## config.mk

```make
export PLATFORM = sky130hd
export DESIGN_NAME = riscv_v_rf_wb_buffer
export DESIGN_NICKNAME = d
export VERILOG_FILES = /design/src/rtl/riscv_v_pkg.sv /design/src/rtl/riscv_v_rf_wb_buffer.sv
export SDC_FILE = /design/constraint.sdc
export NUM_CORES = 1
export LEC_CHECK = 0
export BUFFER_PORTS_ARGS = -buffer_cell sky130_fd_sc_hd__buf_4
export CORE_MARGIN = 5
export CORE_UTILIZATION = 64
export CTS_BUF_LIST = sky130_fd_sc_hd__clkbuf_2 sky130_fd_sc_hd__clkbuf_4 sky130_fd_sc_hd__clkbuf_8
export DETAILED_ROUTE_END_ITERATION = 7
export GPL_TIMING_DRIVEN = 0
export PLACE_DENSITY_LB_ADDON = 0.25
export SYNTH_ARGS = -nofsm -noshare
export SYNTH_HDL_FRONTEND = slang
export SYNTH_SLANG_ARGS = --single-unit
```

## constraint.sdc

```tcl
create_clock -name clk -period 11.31 [get_ports clk]
set_input_delay 0.5655 -clock clk [delete_from_list [all_inputs] [get_ports clk]]
set_output_delay 0.5655 -clock clk [all_outputs]
set_load 0.02 [all_outputs]
```

## src/rtl/riscv_v_pkg.sv

```systemverilog
// Shared vector-unit types: RF address/data/byte-enable widths and the
// writeback buffer entry layout.
package riscv_v_pkg;

   localparam int RISCV_V_RF_ADDR_W  = 5;
   localparam int RISCV_V_DATA_W     = 128;
   localparam int RISCV_V_RF_WR_EN_W = RISCV_V_DATA_W / 8;

   typedef logic [RISCV_V_RF_ADDR_W-1:0]  riscv_v_rf_addr_t;
   typedef logic [RISCV_V_DATA_W-1:0]     riscv_v_data_t;
   typedef logic [RISCV_V_RF_WR_EN_W-1:0] riscv_v_rf_wr_en_t;

   typedef struct packed {
      riscv_v_rf_addr_t  addr;
      riscv_v_data_t     data;
      riscv_v_rf_wr_en_t wr_en;
   } riscv_v_wb_entry_t;

endpackage

```

## src/rtl/riscv_v_rf_wb_buffer.sv

```systemverilog
// In-order writeback FIFO in front of the vector RF write port. Retires one
// entry per cycle when the port is free and flags RAW hazards for the two RF
// read addresses against every pending or incoming write.
module riscv_v_rf_wb_buffer
   import riscv_v_pkg::*;
#(
   parameter int DEPTH = 4,
   localparam int PTR_W = $clog2(DEPTH)
) (
   input  logic              clk,
   input  logic              rst_n,
   input  logic              res_valid,
   output logic              res_ready,
   input  riscv_v_rf_addr_t  res_addr,
   input  riscv_v_data_t     res_data,
   input  riscv_v_rf_wr_en_t res_wr_en,
   input  logic              flush,
   input  logic              rf_port_busy,
   input  riscv_v_rf_addr_t  rd_addr_A,
   input  riscv_v_rf_addr_t  rd_addr_B,
   output logic              hazard_A,
   output logic              hazard_B,
   output riscv_v_rf_addr_t  wr_addr,
   output riscv_v_data_t     data_in,
   output riscv_v_rf_wr_en_t wr_en,
   output logic              empty,
   output logic [PTR_W:0]    count
);

   localparam int CNT_W = PTR_W + 1;

   riscv_v_wb_entry_t mem [DEPTH];
   riscv_v_wb_entry_t head;
   logic [PTR_W-1:0]  rd_ptr_q, wr_ptr_q;
   logic [CNT_W-1:0]  count_q;
   logic [DEPTH-1:0]  live;
   logic              push_hs, store, pop, incoming;

   assign head      = mem[rd_ptr_q];
   assign empty     = (count_q == '0);
   assign count     = count_q;
   assign res_ready = (count_q != CNT_W'(DEPTH));
   assign push_hs   = res_valid & res_ready;
   // Zero-enable results finish the handshake but never occupy a slot.
   assign incoming  = push_hs & (res_wr_en != '0);
   assign store     = incoming & ~flush;
   assign pop       = ~empty & ~rf_port_busy & ~flush;

   assign wr_addr = empty ? '0 : head.addr;
   assign data_in = empty ? '0 : head.data;
   assign wr_en   = pop ? head.wr_en : '0;

   // Mark slots holding a pending entry: distance from head below count.
   always_comb begin
      live = '0;
      for (int i = 0; i < DEPTH; i++) begin
         live[i] = ({1'b0, PTR_W'(i) - rd_ptr_q} < count_q);
      end
   end

   // Hazard: any live entry or the accepted incoming result targets the read address.
   always_comb begin
      hazard_A = incoming & (res_addr == rd_addr_A);
      hazard_B = incoming & (res_addr == rd_addr_B);
      for (int i = 0; i < DEPTH; i++) begin
         if (live[i] && (mem[i].addr == rd_addr_A)) hazard_A = 1'b1;
         if (live[i] && (mem[i].addr == rd_addr_B)) hazard_B = 1'b1;
      end
      if (flush) begin
         hazard_A = 1'b0;
         hazard_B = 1'b0;
      end
   end

   // Pointer and occupancy state; flush wins over any push or pop.
   always_ff @(posedge clk or negedge rst_n) begin
      if (!rst_n) begin
         rd_ptr_q <= '0;
         wr_ptr_q <= '0;
         count_q  <= '0;
      end else if (flush) begin
         rd_ptr_q <= '0;
         wr_ptr_q <= '0;
         count_q  <= '0;
      end else begin
         if (store) wr_ptr_q <= wr_ptr_q + PTR_W'(1);
         if (pop)   rd_ptr_q <= rd_ptr_q + PTR_W'(1);
         case ({store, pop})
            2'b10:   count_q <= count_q + CNT_W'(1);
            2'b01:   count_q <= count_q - CNT_W'(1);
            default: count_q <= count_q;
         endcase
      end
   end

   // Entry storage, intentionally not reset.
   always_ff @(posedge clk) begin
      if (store) mem[wr_ptr_q] <= '{addr: res_addr, data: res_data, wr_en: res_wr_en};
   end

endmodule
```

==> impl.org <==
** Run status
- The flow ran to the end, and the final reports show no timing, DRC or antenna violations.

** Worst hold path
- Class of the tightest hold or removal check :: in2reg
- Counting instances, the worst hold path has a depth of 1.

** Logic synthesis
- In this run, distinct cell masters in the synthesized netlist total 39.
- For this run, the leading register cell type out of synthesis is edfxtp_1.
- The mapped netlist covers ~24000 um^2.
- Syn_nets :: approximately 1300
- Cell types occupying the most area after synthesis :: edfxtp_1, mux4_2, nor2b_1
- Each instance of the synthesized netlist takes up on average around 22 um^2.
- Summed over its instances, the top area cell type makes up 75.3% of the synthesized netlist area.
- Sequential-to-total area share from yosys stat :: 76.0%
- Yosys warning count :: 0
- Cell taking the most area after synthesis :: edfxtp_1
- Yosys reg bits :: between 600 and 700
- Fraction of registers with async set or reset after synthesis :: under 10%
- In this run, synthesis inferred about 600 flip-flops with an integrated enable.
- After technology mapping, the gate count stands at about 1100.

** CTS
- Buffer count from post-CTS setup fixing :: 0
- In this run the clock root is driven by a clkbuf_8.
- The H-tree generated during clock tree synthesis spans 3 levels.
- The number of clock buffers added by TritonCTS is around 90.
- Largest buffer count on any clock path :: 3
- Number of sinks on the clock net :: 603
- Clock-pin slew was measured on the worst setup and hold paths at 0.06 ns.
- Post-CTS Resized :: 0
- TritonCTS built the clock tree.
- The clock reaches the later pin of the worst-skew pair after 0.63 ns.
- Buffers inserted to repair hold after CTS numbered 1.

** Floorplanning
- Horiz. Die Dim :: ~200 um
- Floorplan Core Area :: roughly 37000 um^2
- The die covers 41100 um^2.
- Die Ht :: 203 um
- Number of placed I/O pins :: between 300 and 400
- In this run the core area contains 70 standard-cell rows.
- Initial core utilization :: approximately two thirds

** Setup path
- Slowest stage delay, CP :: roughly 0.54 ns
- At the worst endpoint, the required time is roughly 11 ns.
- In this run the worst path has a maximum fanout of 10.
- Critical path endpoint category :: output pin
- CP startpoint kind :: flop
- Cell chain of the critical path :: buf_2 -> clkbuf_1 -> xor2_1 -> ha_1 -> a21oi_1 -> nor2_1 -> or4_1 -> a41oi_2 -> buf_4
- Number of cells traversed by the worst register-to-register path :: 9
- Data on the critical path arrives at its endpoint at between 3 and 4 ns.
- Cell type of the slowest stage on the worst timing path :: or4_1
- Setup Crit Path Kind :: reg2out

** Pwr
- VDD sags by at most approximately 210 uV.
- Pwr/cell area :: about 220 nW/um^2
- In this run the static leakage power is about 9.8 nW.

** Routing
- Dividing the detail-routed wire length by the instance count gives about 25 um.
- Via total after detailed routing :: around 12000
- The pre-antenna-repair detailed-routing pass consisted of 5 iterations.
- WL final :: slightly above 50 mm
- # DRC :: 0
- Final ANT Viol Nets :: 0
- The first routing iteration left between 800 and 900 violations.
- Using the TritonRoute via totals, the vias-per-cell ratio works out to ~5.9.

** GRT
- The first global-routing pass estimated 77.9 mm of wire.
- Summed over all layers, the global routing overflow is 0.
- Initial antenna violation count :: 3
- The via count of the first global-routing pass was 13100.
- Entering global routing, the biggest net connects 55 pins.
- Global routing usage summed across all routing layers :: ~25%

** STA
- RSZ-0062 raised after global routing :: no
- Setup slack after layout :: 7.34 ns
- In this run the tightest slew margin relative to its limit is between 40 and 50%.
- Final number of max-transition violations :: 0
- The routed design could run at a clock period as short as between 3 and 4 ns.
- Slew at the pin closest to its max-slew limit :: 0.825 ns
- Number of endpoints failing setup at the final stage :: 0
- Across all hold checks on the routed design, the worst slack comes to 0.132 ns.
- The final critical path takes up between 30% and 40% of the cycle.
- Derived from the worst setup path, the maximum achievable clock frequency is ~250 MHz.
- Setup Skew :: roughly 0.03 ns
- The hold violation count in the final report came to 0.
- Final sum of negative setup slack :: 0 ns

** Layout
- Footprint of the multi-input gates :: between 5000 and 6000 um^2
- In the final layout, the share of cells above drive strength 1 is between 40% and 50%.
- After routing the design area is between 20000 and 30000 um^2.
- Post-route non-filler standard cell count :: just over 2000
- Sequential cell area in the final layout :: approximately 18000 um^2
- Post-synthesis to final-layout area growth :: 21.0%
- After the last flow step, the layout net total stands at roughly 1700.
- Fill cells :: around 1900

** Place
- Buffers added on ports :: around 300
- Half-perimeter wire length of the detailed placement result :: 33.7 mm
- Placed Instances :: 1892
- In this run the cell area measured after placement is between 20000 and 30000 um^2.
- Before CTS, the worst setup slack after placement is 7.93 ns.
- Routability Congestion :: between 0.8 and 0.9

** Flow run
- The tool flagged a number of max-cap violations equal to 0.
layout make-up:
type,instances,area share [%]
tap,468,2.04
inverter,5,0.0653
clock inverter,46,1.09
multi-input combinational,433,18.7
sequential,603,62.9
buffer,63,1.11
clock buffer,116,5.10
antenna,2,0.0174
timing repair buffer,321,9.08
state kept, by name, summed over array words and instances, names as in the netlist:
signal and count:
mem 596, count 3, rd_ptr_q 2, wr_ptr_q 2
cell usage in the layout, fill, tap and decap left out, types with 3 or more instances in the layout:
cell,netlist,layout
buf_12,0,3
buf_16,0,8
nand4_1,4,4
ha_1,8,8
bufinv_16,0,4
nor2_1,9,9
clkbuf_8,0,95
xor2_1,25,25
clkbuf_1,32,32
nor3_1,8,8
xnor2_1,29,29
buf_2,19,19
or4_1,4,4
clkinv_2,0,13
mux4_2,149,149
clkbuf_4,0,21
buf_4,8,317
dfrtp_1,7,7
edfxtp_1,596,596
and2_4,0,4
clkinvlp_4,0,3
buf_6,4,4
nand3_1,9,9
nand2b_1,3,3
nor4_1,4,4
a21oi_1,4,4
clkinv_1,0,25
inv_1,5,5
nor2b_1,148,148
worst paths after layout:
check / end / startpoint / slack (ns)
max in group asynchronous: rd_ptr_q[1]$_DFFE_PN0P_ / rst_n / 10.88
min in group asynchronous: rd_ptr_q[0]$_DFFE_PN0P_ / rst_n / 0.28
setup / recovery: hazard_A / rd_ptr_q[1]$_DFFE_PN0P_ / 7.34
hold reg to reg: wr_ptr_q[1]$_DFFE_PN0P_ / wr_ptr_q[1]$_DFFE_PN0P_ / 0.61
hold / removal: mem[2][86]$_DFFE_PP_ / res_data[70] / 0.13
setup reg to reg: count[2]$_DFFE_PN0P_ / count[0]$_DFFE_PN0P_ / 8.57
synth_stat cells (2+ instances only):
cell type	number
ha_1	8
mux4_2	149
a41oi_2	2
a31oi_1	2
a21oi_1	4
xnor2_1	29
nand2_1	2
inv_1	5
nand4_1	4
and2b_1	2
buf_2	19
nor2b_1	148
nor3_1	8
a2bb2oi_1	2
nor2_1	9
edfxtp_1	596
and2_1	4
nand2b_1	3
or4_1	4
nand3_1	9
nor4_1	4
nor2_2	2
xor2_1	25
buf_6	4
buf_4	8
clkbuf_1	32
dfrtp_1	7
mux2i_1	2
layer usage:
metal / wire (um) / share of wire [%] / track usage [%]
met5: 13 / 0.025 / 0
met4: 1450 / 2.8 / 8.51
met3: 4340 / 8.5 / 7.04
met2: 26100 / 51 / 41.4
met1: 19400 / 38 / 33.5
metrics by stage:
stage	utilization [%]	total power, mW
after CTS	78.5	6.47
after detailed placement	73.6	4.74
final	78.5	6.40
after global routing	78.5	6.70
after floorplan	-	3.91
after global placement	72.9	4.72
critical path: cells and delay by family (launching register included):
kind,cells,cell delay [ns]
fa+ha+maj,1,0.26
compound gates,2,0.35
flops,1,0.34
buf+inv,3,0.98
simple gates,2,0.62
xor+xnor,1,0.24
logic make-up after synthesis:
logic type / count (synthesis) / share of synthesized area, %
AOI/OAI and AO/OA: 13 / 0.442
adders and majority gates: 9 / 0.505
and+or+nand+nor: 204 / 5.27
muxes: 152 / 14.3
DFF: 603 / 76.0
buffers and inverters: 68 / 1.43
xor gates and xnor gates: 55 / 2.06
power by group:
part	leakage, nW	switching (mW)	internal [mW]
logic	3.35	1.16	0.892
clock network	0.933	0.798	0.940
registers	5.51	0.0353	2.58
total	9.78	1.99	4.41
Note: power is estimated with default switching activity, not from simulation.
